### config.mk
export PLATFORM = sky130hd
export DESIGN_NAME = store_size_rmw
export DESIGN_NICKNAME = d
export VERILOG_FILES = /design/src/rtl/store_size_rmw_pkg.sv /design/src/rtl/store_size_rmw_merge.sv /design/src/rtl/store_size_rmw.sv
export SDC_FILE = /design/constraint.sdc
export NUM_CORES = 1
export LEC_CHECK = 0
export ABC_CLOCK_PERIOD_IN_PS = 3350
export CAP_MARGIN = 20
export CORE_MARGIN = 2
export CORE_UTILIZATION = 35
export CTS_CLUSTER_DIAMETER = 30
export DETAILED_ROUTE_END_ITERATION = 12
export PLACE_DENSITY = 0.67
export SLEW_MARGIN = 40
export SYNTH_ARGS = -nofsm -noshare
export SYNTH_HDL_FRONTEND = slang
export SYNTH_SLANG_ARGS = --single-unit
export TNS_END_PERCENT = 50
### constraint.sdc
create_clock -name clk -period 3.35 [get_ports clk]
set_clock_uncertainty 0.05 [all_clocks]
set_input_delay 0.335 -clock clk [delete_from_list [all_inputs] [get_ports clk]]
set_output_delay 0.335 -clock clk [all_outputs]
set_load 0.01 [all_outputs]
### src/rtl/store_size_rmw_pkg.sv
// store_size_pkg: shared definitions for the store-size read-modify-write unit.
//   - SS_* store-size codes (same encoding as the load-size decode).
//   - FSM state enum used by store_size_rmw.
//   - store_misaligned(): alignment rule used when STORE_SIZE_ALIGN_CHK_EN is defined.
package store_size_pkg;

  typedef enum logic [1:0] {
    SS_NOP = 2'b00,
    SS_SW  = 2'b01,
    SS_SH  = 2'b10,
    SS_SB  = 2'b11
  } ss_op_e;

  typedef enum logic [2:0] {
    ST_IDLE  = 3'd0,
    ST_READ  = 3'd1,
    ST_MERGE = 3'd2,
    ST_WRITE = 3'd3,
    ST_DONE  = 3'd4
  } ss_state_e;

  // sw needs a word-aligned address, sh a halfword-aligned one; sb is always legal.
  function automatic logic store_misaligned(input ss_op_e op, input logic [1:0] lo);
    logic mis;
    mis = 1'b0;
    case (op)
      SS_SW:   mis = (lo != 2'b00);
      SS_SH:   mis = lo[0];
      default: mis = 1'b0;
    endcase
    return mis;
  endfunction

endpackage

### src/rtl/store_size_rmw_merge.sv
// ss_merge: combinational lane merge for sub-word stores.
//   SScontrol [1:0]  store size code (SS_*)
//   mem_rdata [31:0] word currently in memory
//   B_data    [31:0] register data
//   merged    [31:0] word to write back; sh/sb always replace the low lanes
module ss_merge
  import store_size_pkg::*;
(
  input  logic [1:0]  SScontrol,
  input  logic [31:0] mem_rdata,
  input  logic [31:0] B_data,
  output logic [31:0] merged
);

  always_comb begin
    merged = B_data;
    case (ss_op_e'(SScontrol))
      SS_SH:   merged = {mem_rdata[31:16], B_data[15:0]};
      SS_SB:   merged = {mem_rdata[31:8],  B_data[7:0]};
      default: merged = B_data;
    endcase
  end

endmodule

### src/rtl/store_size_rmw.sv
// store_size_rmw: performs sw/sh/sb against a word-wide data memory.
//   sw writes the register word directly; sh/sb read the target word, merge the
//   low half/byte of the register into it and write it back.
// Parameter:
//   MEM_LAT   cycles from mem_addr valid to mem_rdata valid (1..7)
// Ports:
//   clk, reset          rising-edge clock, asynchronous active-high reset
//   start               one-cycle request, only sampled in IDLE
//   SScontrol [1:0]     01=sw 10=sh 11=sb 00=no-op
//   addr      [31:0]    byte address; low two bits never reach mem_addr
//   B_data    [31:0]    register data to store
//   mem_rdata [31:0]    memory read data
//   mem_addr  [31:0]    word-aligned address, held from acceptance until IDLE
//   mem_wdata [31:0]    write data
//   mem_wr              write strobe, one cycle per store
//   busy                high in every state except IDLE
//   done                one-cycle completion pulse
//   misalign            only with STORE_SIZE_ALIGN_CHK_EN: pulses with done on a
//                       misaligned sw/sh, which then skips the memory access
module store_size_rmw
  import store_size_pkg::*;
#(
  parameter int unsigned MEM_LAT = 1
) (
  input  logic        clk,
  input  logic        reset,
  input  logic        start,
  input  logic [1:0]  SScontrol,
  input  logic [31:0] addr,
  input  logic [31:0] B_data,
  input  logic [31:0] mem_rdata,
  output logic [31:0] mem_addr,
  output logic [31:0] mem_wdata,
  output logic        mem_wr,
  output logic        busy,
  output logic        done
`ifdef STORE_SIZE_ALIGN_CHK_EN
  ,
  output logic        misalign
`endif
);

  // READ lasts MEM_LAT cycles: counter loads MEM_LAT-1 and leaves at zero.
  localparam logic [2:0] LAT_INIT = 3'(MEM_LAT - 1);

  ss_state_e   state_q;
  logic [2:0]  cnt_q;
  ss_op_e      op_q;
  logic [31:0] b_q;
  logic [31:0] addr_q;
  logic [31:0] wdata_q;
  logic        wr_q;
  logic        busy_q;
  logic        done_q;
  logic [31:0] merged;
  ss_op_e      req_op;
  logic        mis_req;

  assign req_op = ss_op_e'(SScontrol);

`ifdef STORE_SIZE_ALIGN_CHK_EN
  logic mis_q;
  assign mis_req  = store_misaligned(req_op, addr[1:0]);
  assign misalign = mis_q;
`else
  assign mis_req = 1'b0;
`endif

  ss_merge u_merge (
    .SScontrol (op_q),
    .mem_rdata (mem_rdata),
    .B_data    (b_q),
    .merged    (merged)
  );

  always_ff @(posedge clk or posedge reset) begin
    if (reset) begin
      state_q <= ST_IDLE;
      cnt_q   <= '0;
      op_q    <= SS_NOP;
      b_q     <= '0;
      addr_q  <= '0;
      wdata_q <= '0;
      wr_q    <= 1'b0;
      busy_q  <= 1'b0;
      done_q  <= 1'b0;
`ifdef STORE_SIZE_ALIGN_CHK_EN
      mis_q   <= 1'b0;
`endif
    end else begin
      wr_q   <= 1'b0;
      done_q <= 1'b0;
`ifdef STORE_SIZE_ALIGN_CHK_EN
      mis_q  <= 1'b0;
`endif
      case (state_q)
        ST_IDLE: begin
          if (start && (req_op != SS_NOP)) begin
            addr_q <= addr & ~32'd3;
            b_q    <= B_data;
            op_q   <= req_op;
            busy_q <= 1'b1;
            if (mis_req) begin
              state_q <= ST_DONE;
              done_q  <= 1'b1;
`ifdef STORE_SIZE_ALIGN_CHK_EN
              mis_q   <= 1'b1;
`endif
            end else if (req_op == SS_SW) begin
              // sw skips the read: write data is ready at acceptance
              state_q <= ST_WRITE;
              wr_q    <= 1'b1;
              wdata_q <= B_data;
            end else begin
              state_q <= ST_READ;
              cnt_q   <= LAT_INIT;
            end
          end
        end
        ST_READ: begin
          if (cnt_q == '0) state_q <= ST_MERGE;
          else             cnt_q   <= cnt_q - 3'd1;
        end
        ST_MERGE: begin
          wdata_q <= merged;
          wr_q    <= 1'b1;
          state_q <= ST_WRITE;
        end
        ST_WRITE: begin
          done_q  <= 1'b1;
          state_q <= ST_DONE;
        end
        ST_DONE: begin
          busy_q  <= 1'b0;
          state_q <= ST_IDLE;
        end
        default: begin
          busy_q  <= 1'b0;
          state_q <= ST_IDLE;
        end
      endcase
    end
  end

  assign mem_addr  = addr_q;
  assign mem_wdata = wdata_q;
  assign mem_wr    = wr_q;
  assign busy      = busy_q;
  assign done      = done_q;

endmodule
# --- Yosys cells after proc, flatten, opt, wreduce, memory -nomap -nowiden ---
# Index checks and enable logic that the tools add are counted.
totals:
  ff_bits: 105
  latch_bits: 0
  ramBits: 0
  mem_bits_ro: 0
  input_bits: 101
  output_inout_bits: 67
  word_cells: 52
  n_memories: 0
op_classes:
  n_addsub: 1
  multipliers: 0
  n_div: 0
  magnitude_cmp: 0
  n_eq_ne: 11
  n_shift: 0
  muxes: 18
  bitwise: 1
  reduce_logical: 12
ops:
  columns: ["operator", "n"]
  rows:
  - ["case mux 32 bit (2 select lines)", 2]
  - ["two-way mux 32 bit", 2]
  - ["two-way mux 3 bit", 5]
  - ["case mux 3 bit (4 select lines)", 1]
  - ["inequality test 2 bit (second input constant)", 5]
  - ["equality test 3 x 2 -> 1 bit (second input constant)", 2]
  - ["zero test 3 bit", 2]
  - ["case mux 3 bit (2 select lines)", 1]
  - ["AND reduction 2 bit", 3]
  - ["nonzero test 2 bit", 3]
  - ["equality test 2 bit (second input constant)", 2]
  - ["two-way mux 1 bit", 4]
  - ["case mux 1 bit (2 select lines)", 2]
  - ["AND reduction 4 bit", 1]
  - ["equality test 3 x 1 -> 1 bit (second input constant)", 1]
  - ["AND reduction 3 bit", 1]
  - ["OR reduction 3 bit", 1]
  - ["subtractor 3 x 1 -> 3 bit (second input constant)", 1]
  - ["equality test 2 x 1 -> 1 bit (second input constant)", 1]
  - ["two-way mux 2 bit", 1]
  - ["logical AND 1 bit", 1]
  - ["inverter 1 bit", 1]

# --- Longest topological paths before layout ---
# Gate-level depths: netlist of run 1.
depth:
  word_depth: 4
  ltp_mapped: 6
  mapped_depth_nobuf: 6

# --- Modules after synthesis ---
# Synthesis of run 1 repeated with hierarchy kept, for this count alone.
unflattened:
  cells_unflattened: 334
  hier_area_um2: 4724.5
modules_own_cells:
  columns: ["mod", "n_inst", "cells_per_inst", "area_per_inst_um2", "seq_area_each_um2"]
  rows:
  - ["store_size_rmw", 1, 299, 4319.1, 2627.5]
  - ["ss_merge", 1, 35, 405.4, 0.0]

# --- Least setup slack after synthesis of run 1 ---
# Ideal clock, no wire load.
synth_timing:
  kind: "register to register"
  from: "reg state_q[0]"
  to: "reg wdata_q[1] (netlist: mem_wdata[1])"
  setup_time_ns: 0.127
  t_arrival_ns: 1.626
  required_ns: 3.173
  setup_slack_ns: 1.546
  path_stages_with_launch: 6
  n_path_buf: 2
  synth_period_minus_slack_ns: 1.804
  path_cell_list: "dfrtp_1 > buf_6 > nor3b_4 > buf_6 > mux2_1 > mux2_1"
synth_between:
  elab_chain_cells: 3
  elab_cells_between_ends: 7
  classes_between: "3 x eq/ne; 1 x mux; 3 x reduce/logical"
synth_rtl:
  columns: ["element", "line", "rtl"]
  rows:
  - ["from (decl)", "store_size_rmw.sv:46", "ss_state_e state_q;"]
  - ["from (signal assigned)", "store_size_rmw.sv:78", "state_q <= ST_IDLE;"]
  - ["from (signal assigned)", "store_size_rmw.sv:104", "state_q <= ST_DONE;"]
  - ["from (signal assigned)", "store_size_rmw.sv:111", "state_q <= ST_WRITE;"]
  - ["equality test 3 x 2 -> 1 bit or zero test 3 bit (tied branches)", "store_size_rmw.sv:96", "case (state_q)"]
  - ["nonzero test 2 bit (no line) or inequality test 2 bit (tied branches)", null, null]
  - ["AND reduction 3 bit (no line)", null, null]
  - ["to (signal assigned)", "store_size_rmw.sv:113", "wdata_q <= B_data;"]
  - ["to (signal assigned)", "store_size_rmw.sv:125", "wdata_q <= merged;"]
  - ["to (decl)", "store_size_rmw.sv:51", "logic [31:0] wdata_q;"]
# Parallel ways exist; a longest one is shown, timed or not.
# A chain may end at the register's enable or synchronous reset.

# --- Worst setup path in the final report of run 1 ---
layout_timing:
  from: "reg state_q[0]"
  to: "reg addr_q[25] (netlist: mem_addr[25])"
layout_between:
  elab_chain_cells: 2
layout_rtl:
  columns: ["element", "line", "rtl"]
  rows:
  - ["zero test 3 bit", "store_size_rmw.sv:96", null]
  - ["AND reduction 2 bit (no line)", null, null]
  - ["to (signal assigned)", "store_size_rmw.sv:99", "addr_q <= addr & ~32'd3;"]
  - ["to (decl)", "store_size_rmw.sv:50", "logic [31:0] addr_q;"]
# Every way passes these cells.

==> impl_metrics.py, run 1 <==
metrics = {
    "synthesis": {
        "synthTopCellsByCount": "dfrtp_1, mux2_1, mux2_2",
        "yosys.area.top_type": "dfrtp_1",
        "synth_flop_cell": "dfrtp_1",
        "synth_area_leaders": "dfrtp_1, mux2_1, mux2_2",
        "yosys_register_bits": 105,
        "async_flop_share_pct": 100,
        "synth_edf_count": 0,
        "post-synth-top-count-cell": "dfrtp_1",
        "synth_seq_area_share_pct": 54.5,
        "syn_inst": 327,
        "yosysWarningCount": 0,
        "yosysTopAreaCellShare_pct": 54.5,
        "netlist_area_um2": 4820,
        "yosysUniqueCellTypes": 33,
        "avgSynthCellArea_um2": 14.7,
    },
    "grt": {
        "top_usage_layer": "met2",
        "met2_usage_pct": 24.2,
        "use_met1_pct": 17.8,
        "grt_max_degree": 61,
        "grt_usage_pct": 14.7,
        "overflow": 0,
        "grt_pass1_vias": 3259,
        "grt_first_pass_wirelength_um": 16600,
        "antenna_found_initial": 0,
        "use_met3_pct": 5.17,
    },
    "final_layout": {
        "register_area_um2": 2630,
        "diodes": 0,
        "fillers": 1178,
        "finalNonFillerCells": 659,
        "area_growth_pct": 39.6,
        "multi_input_area_um2": 1910,
        "layout.nets": 582,
        "drive_above_1_share_pct": 14.3,
        "finalInstanceArea_um2": 6730,
    },
    "clock_tree": {
        "cts-htree-levels": 3,
        "cts_tree": "yes",
        "cts-resized-gates": 0,
        "worstSkewPairLatency_ns": 0.35,
        "hold_buffers": 0,
        "cts_buffers": 9,
        "cts_buffer_depth": 2,
        "root_buffer": "clkbuf_16",
        "cts.sinks": 105,
        "clkTransAtPathRegs_ns": 0.07,
        "post_cts_buffers": 0,
    },
    "placement": {
        "post-dp-hpwl_um": 7150,
        "dp_cells": 644,
        "dpl_cell_area_um2": 6440,
        "routabilityCongestion": 0.779,
        "port_buffers": 155,
    },
    "floorplan": {
        "ioPinCount": 168,
        "die-area_um2": 14700,
        "rows": 42,
        "die_y_um": 121,
        "initial_core_util_pct": 36.1,
        "core_um2": 13300,
        "die_x_um": 121,
    },
    "critical_path": {
        "crit_required_ns": 3.53,
        "r2r_start": "state_q[0]",
        "worstRegToRegCells": 5,
        "end_kind": "flip-flop",
        "cp.arrival_ns": 2.39,
        "startpoint_type": "flip-flop",
        "reg2reg_slack_ns": 1.14,
        "r2r-end": "mem_addr[25]",
        "cp_max_fo": 37,
        "worstSetupPathType": "flip-flop to flip-flop",
    },
    "sta": {
        "fin_crit_ns": 2.21,
        "maxSlewViolCount": 0,
        "fin_setup_tns_ns": 0,
        "tightest_slew_ns": 0.639,
        "setup_viol": 0,
        "final_hold_viol_count": 0,
        "max_freq_ghz": 0.452,
        "rsz0062_at_grt": "no",
        "maxSlewHeadroom_pct": 57.3,
        "period_share_pct": 66.1,
    },
    "routing": {
        "drc": 0,
        "routed_wl_um": 10400,
        "post_drt_wl_per_cell_um": 15.8,
        "firstDrtPassIters": 4,
        "viasPerCell": 4.78,
        "postRouteAntennaNets": 0,
        "drt_iter0_drc": 144,
        "num_vias": 3147,
    },
    "power": {
        "swShare_pct": 30.9,
        "intPower_uw": 4170,
        "seq_power_share_pct": 37.4,
        "clkPwrFrac_pct": 17.6,
        "peakVddDrop_mv": 0.386,
        "p_leak_uw": 0.00284,
        "p_comb_share_pct": 45.0,
        "power.density_nw_per_um2": 895,
        "p_sw_uw": 1860,
    },
    "status": {
        "outcome": "complete, no violations",
    },
    "run": {
        "drv_cap": 0,
    },
    "min_path": {
        "hold_path.class": "input port to async pin",
    },
}
-- critical path, stage by stage (launching register included) --
cell,delay (ns)
dfrtp_1,0.52
nor4b_4,0.31
buf_4,0.22
o21a_2,0.16
buf_4,0.44
mux2_1,0.38
-- power groups by stage --
stage,clock network (uW),registers [uW],logic (uW)
final,1060,2260,2710
after global routing,1160,2340,2940
after CTS,1100,2260,2770
after detailed placement,0,2280,2760
after global placement,0,2240,2710
after floorplan,0,2380,1550
-- cell type report --
| cell class | count | area share, % |
|---|---|---|
| flip-flops and latches | 105 | 39.0 |
| clock inverters | 3 | 0.595 |
| clock buffers | 12 | 3.81 |
| well taps | 176 | 3.27 |
| repair buffers | 162 | 24.0 |
| multi-input cells | 186 | 28.4 |
| inverters | 15 | 0.873 |
-- worst max path at each step --
stage,start,endpoint,cells past startpoint
2_1_floorplan,reset,b_q[0],1
3_3_place_gp,start,mem_addr[3],6
3_5_place_dp,start,mem_addr[19],6
4_1_cts,state_q[0],mem_addr[19],5
5_1_grt,state_q[0],b_q[22],5
6_report,state_q[0],mem_addr[25],5
-- routing by layer --
layer | wire (um) | vias to the layer above
met5 | 0 | -
met1 | 4270 | 1562
met2 | 5210 | 107
met3 | 811 | 12
met4 | 152 | 0
li1 | - | 1466
-- sequential cells by signal, summed over array words and instances, names as in the netlist --
name and flops:
b_q 32, busy 1, cnt_q 3, done 1, mem_addr 30, mem_wdata 32
mem_wr 1, op_q 2, state_q 3
-- kinds of logic (layout without fill, tap and decap cells) --
| family | Yosys count | in the layout | share of synthesized area (%) |
|---|---|---|---|
| AOI/OAI and AO/OA | 19 | 19 | 3.09 |
| adders and majority gates | 2 | 2 | 0.519 |
| buffers and inverters | 37 | 192 | 5.92 |
| DFF | 105 | 105 | 54.5 |
| muxes | 137 | 137 | 32.4 |
| other | 1 | 2 | 0.0778 |
| and+or+nand+nor | 26 | 26 | 3.50 |
-- cells in the final DEF, fill, tap and decap left out, types with 2 or more instances in the layout --
cell               n
clkdlybuf4s50_1  155
dfrtp_1          105
mux2_1            86
mux2_2            35
inv_1             14
nand3_1            9
clkbuf_16          9
mux2i_1            8
o221ai_1           8
mux2_4             8
buf_4              6
nand2_1            3
nor3_1             3
a21oi_1            2
nand2b_1           2
nor2_1             2
o21a_1             2
and3_1             2
ha_1               2
conb_1             2
clkbuf_8           2
clkinv_2           2
-- through the flow --
step,util [%],hold slack [ns],power [uW],setup WS [ns]
final,50.4,0.358,6030,1.14
after global routing,50.4,0.408,6450,0.960
after CTS,50.4,0.383,6140,1.10
after detailed placement,48.2,0.421,5050,0.866
after global placement,48.2,0.412,4950,0.898
after floorplan,-,0.404,3930,0.204
Power figures use the tool's default switching activity.
==> inputs of run 2 (changes only) <==
Settings changed: ABC_CLOCK_PERIOD_IN_PS 3350 to 1800.
Clock period 3.35 ns to 1.8 ns, I/O delays scaled along.
==> impl_metrics.py, run 2 (synthesis gave the netlist of run 1 again) <==
metrics = {
    "sta": {
        "maxSlewViolCount": 0,
        "period_share_pct": 97.3,
        "worst_slack_ns": 0.0492,
        "final_hold_viol_count": 0,
        "max_freq_ghz": 0.571,
        "fin_setup_tns_ns": 0,
        "tightest_slew_ns": 0.633,
        "maxSlewHeadroom_pct": 57.7,
        "fin_crit_ns": 1.75,
        "setup_viol": 0,
    },
    "critical_path": {
        "crit_path_top_delay_cell": "dfrtp_2",
        "cp_max_fo": 12,
        "cp.arrival_ns": 1.94,
        "worstSetupPathType": "flip-flop to flip-flop",
        "startpoint_type": "flip-flop",
        "path_cells": "nor3b_4 -> buf_6 -> clkbuf_16 -> mux2_2 -> mux2_2",
        "slowest_delay_ns": 0.45,
        "critical-path-top-delay-family": "multiplexers",
        "end_kind": "flip-flop",
        "cp_common_cell": "mux2_2",
        "crit_required_ns": 1.99,
        "cp_num_buf_inv": 2,
    },
    "clock_tree": {
        "hold_buffers": 0,
        "worstSkewPairLatency_ns": 0.35,
        "root_buffer": "clkbuf_16",
        "cts.sinks": 105,
        "cts-htree-levels": 3,
        "clkTransAtPathRegs_ns": 0.07,
        "cts_tree": "yes",
        "cts_buffer_depth": 2,
        "cts_buffers": 9,
    },
    "floorplan": {
        "rows": 42,
        "ioPinCount": 168,
        "core_um2": 13300,
        "initial_core_util_pct": 36.1,
        "die_x_um": 121,
        "die-area_um2": 14700,
        "die_y_um": 121,
    },
    "final_layout": {
        "final_common_cell": "clkdlybuf4s50_1",
        "fillers": 1166,
        "finalInstanceArea_um2": 7020,
        "finalNonFillerCells": 676,
        "utilization_pct": 52.6,
        "diodes": 0,
        "layout.nets": 598,
        "layout_common_cells": "clkdlybuf4s50_1, dfrtp_1, mux2_1",
        "area_growth_pct": 45.6,
        "drive_above_1_share_pct": 18.2,
    },
    "grt": {
        "grt_max_degree": 39,
        "grt_pass1_vias": 3390,
        "grt_usage_pct": 15.0,
        "overflow": 0,
        "antenna_found_initial": 0,
        "grt_first_pass_wirelength_um": 17000,
    },
    "routing": {
        "post_drt_wl_per_cell_um": 16.1,
        "drt_iter0_drc": 111,
        "routed_wl_um": 10900,
        "drc": 0,
        "firstDrtPassIters": 4,
        "num_vias": 3242,
        "viasPerCell": 4.80,
        "postRouteAntennaNets": 0,
    },
    "placement": {
        "post-dp-hpwl_um": 7470,
        "dp_worst_setup_slack_ns": -0.178,
        "dpl_cell_area_um2": 6620,
        "dp_cells": 655,
        "routabilityCongestion": 0.765,
        "port_buffers": 155,
    },
    "power": {
        "seq_power_share_pct": 35.6,
        "power.density_nw_per_um2": 1670,
        "intPower_uw": 8070,
        "clkPwrFrac_pct": 15.8,
        "p_sw_uw": 3630,
        "p_leak_uw": 0.00297,
        "p_comb_share_pct": 48.6,
        "peakVddDrop_mv": 0.739,
        "swShare_pct": 31.0,
    },
    "status": {
        "outcome": "complete, no violations",
    },
    "run": {
        "drv_cap": 0,
    },
    "min_path": {
        "hold_path.class": "input port to async pin",
    },
}
[run 2: power groups by stage]
stage / registers, uW / logic, uW / clock network [uW]
after floorplan: 4430 / 2880 / 0
after global placement: 4140 / 5350 / 0
after detailed placement: 4210 / 5470 / 0
after CTS: 4170 / 5580 / 1910
after global routing: 4320 / 6130 / 2020
final: 4160 / 5680 / 1850
[run 2: layout make-up]
cell class | instances | area, um2 | share of cell area (%)
clock buffer | 13 | 260 | 3.71
clock inverter | 3 | 15.0 | 0.214
inverter | 15 | 60.1 | 0.855
multi-input combinational | 186 | 1960 | 27.9
sequential | 105 | 2630 | 37.5
tap | 176 | 220 | 3.14
timing repair buffer | 178 | 1880 | 26.7
[run 2: timing repair]
item | CTS | global route
buffers inserted | 1 | 2
resized for setup | 6 | 7
gates cloned | 0 | 2
endpoints found under the setup margin | 4 | 9
pin swaps | 1 | 3
[run 2: final timing paths]
kind / start / end / slack (ns) / depth (start not counted)
worst max-delay path: state_q[2] / mem_wdata[31] / 0.05 / 5
worst min-delay path: reset / mem_addr[12] / 0.12 / 2
worst max register to register: state_q[2] / mem_wdata[31] / 0.05 / 5
worst min register to register: mem_addr[16] / mem_addr[16] / 0.43 / 1
max in group asynchronous: reset / b_q[27] / 1.05 / 3
min in group clk: addr[14] / mem_addr[14] / 0.37 / 2
[run 2: worst register-to-register path: stages (launching register included)]
cell and delay (ns):
dfrtp_2 0.45, nor3b_4 0.20, buf_6 0.16, clkbuf_16 0.18, mux2_2 0.34, mux2_2 0.26
[run 2: metrics by stage]
stage	hold WS (ns)	total power (uW)
after floorplan	0.265	7310
after global placement	0.413	9490
after detailed placement	0.424	9670
after CTS	0.123	11700
after global routing	0.141	12500
final	0.120	11700
[run 2: metal layers]
layer / vias up / global-route usage, % / wire, um
met5: - / 0 / 0
met4: 0 / 5.82 / 165
met3: 10 / 4.32 / 646
met2: 91 / 25.1 / 5480
met1: 1645 / 18.2 / 4570
li1: 1496 / - / -
==> inputs of run 3 (changes only) <==
Settings changed: ABC_CLOCK_PERIOD_IN_PS 1800 to 1500, CORE_ASPECT_RATIO set to 0.5.
Clock period 1.8 ns to 1.5 ns, I/O delays scaled along.
==> impl_metrics.py, run 3 (synthesis gave the netlist of run 1 again) <==
metrics = {
    "critical_path": {
        "cp_common_cell": "mux2_2",
        "r2r_start": "state_q[2]",
        "slowest_delay_ns": 0.46,
        "worstSetupPathType": "flip-flop to flip-flop",
        "path_cells": "nor3b_4 -> buf_6 -> clkbuf_16 -> mux2_2 -> mux2_2",
        "crit_path_top_delay_cell": "dfrtp_2",
        "cp.arrival_ns": 1.95,
        "cp_max_fo": 6,
        "startpoint_type": "flip-flop",
        "crit_required_ns": 1.68,
        "end_kind": "flip-flop",
        "setup.worst_path.start": "state_q[2]",
    },
    "final_layout": {
        "final_common_cell": "clkdlybuf4s50_1",
        "layout_common_cells": "clkdlybuf4s50_1, dfrtp_1, mux2_4",
        "layout.nets": 608,
        "drive_above_1_share_pct": 27.6,
        "area_growth_pct": 52.4,
        "utilization_pct": 54.4,
        "finalInstanceArea_um2": 7350,
        "diodes": 0,
    },
    "floorplan": {
        "core_um2": 13500,
        "ioPinCount": 168,
        "die_y_um": 87,
        "rows": 30,
        "die_x_um": 170,
        "initial_core_util_pct": 35.7,
        "die-area_um2": 14800,
    },
    "routing": {
        "routed_wl_um": 11500,
        "drc": 0,
        "num_vias": 3234,
        "drt_iter0_drc": 131,
        "firstDrtPassIters": 4,
        "post_drt_wl_per_cell_um": 16.7,
        "postRouteAntennaNets": 0,
        "viasPerCell": 4.71,
    },
    "sta": {
        "fin_crit_ns": 1.77,
        "final_hold_viol_count": 0,
        "maxSlewHeadroom_pct": 58.5,
        "rsz0062_at_grt": "yes",
        "worst_slack_ns": -0.268,
        "max_freq_ghz": 0.566,
        "period_share_pct": 118,
        "tightest_slew_ns": 0.622,
        "setup_viol": 98,
        "maxSlewViolCount": 0,
        "timing.hold.ws_ns": 0.199,
    },
    "grt": {
        "grt_max_degree": 54,
        "grt_usage_pct": 14.7,
        "grt_pass1_vias": 3276,
        "overflow": 0,
        "antenna_found_initial": 0,
        "grt_first_pass_wirelength_um": 16800,
    },
    "power": {
        "p_total_uw": 15300,
        "p_leak_uw": 0.00324,
        "peakVddDrop_mv": 0.957,
        "power.density_nw_per_um2": 2080,
    },
    "status": {
        "violations": "negative setup slack",
        "outcome": "finished, violations left",
    },
    "clock_tree": {
        "root_buffer": "clkbuf_16",
        "worstSkewPairLatency_ns": 0.34,
        "cts_buffers": 9,
        "cts-htree-levels": 3,
        "cts.sinks": 105,
        "cts_tree": "yes",
        "clkTransAtPathRegs_ns": 0.07,
        "cts_buffer_depth": 2,
    },
    "placement": {
        "dp_worst_setup_slack_ns": -0.406,
        "dpl_cell_area_um2": 6690,
        "post-dp-hpwl_um": 7500,
        "routabilityCongestion": 0.765,
        "port_buffers": 155,
    },
    "run": {
        "drv_cap": 0,
    },
    "min_path": {
        "hold_path.class": "input port to async pin",
    },
}
run 3: repair_timing:
| action | CTS | global route |
|---|---|---|
| resized for setup | 15 | 56 |
| buffers inserted | 0 | 6 |
| pin swaps | 3 | 3 |
| gates cloned | 0 | 3 |
| setup endpoints to repair | 99 | 106 |
| hold buffers | 0 | 0 |
run 3: worst paths after layout:
path | depth (start not counted) | slack (ns) | to
hold / removal | 3 | 0.20 | mem_wr
setup / recovery | 5 | -0.27 | mem_wdata[16]
min in group clk | 2 | 0.34 | mem_addr[13]
setup reg to reg | 5 | -0.27 | mem_wdata[16]
max in group asynchronous | 3 | 0.93 | mem_wdata[17]
hold reg to reg | 1 | 0.43 | b_q[31]
run 3: layer usage:
layer	track usage, %	share of wire, %
met5	0	0
met4	3.50	0.42
met3	3.63	3.1
met2	26.2	51
met1	18.3	45
run 3: through the flow:
step,setup TNS [ns],std cells
after floorplan,-17.92,328
after global placement,-34.35,661
after detailed placement,-34.60,661
after CTS,-21.02,677
after global routing,-25.31,686
final,-19.53,686
run 3: final cells by class:
| cell class | count | area, um2 |
|---|---|---|
| fillers | 1156 | 6160 |
| repair buffers | 188 | 1990 |
| flip-flops and latches | 105 | 2630 |
| clock buffers | 12 | 246 |
| well taps | 176 | 220 |
| multi-input cells | 186 | 2150 |
| clock inverters | 4 | 52.6 |
| inverters | 15 | 60.1 |
run 3: critical path, delay by kind of cell (launching register included):
| family | cells | cell delay (ns) |
|---|---|---|
| buffers and inverters | 2 | 0.33 |
| flip-flops | 1 | 0.46 |
| multiplexers | 2 | 0.60 |
| AND/OR/NAND/NOR | 1 | 0.21 |
run 3: where the power goes:
part           internal [uW]  switching, uW
clock                   1340           1040
combinational           5020           2840
sequential              4280            753
total                  10600           4640
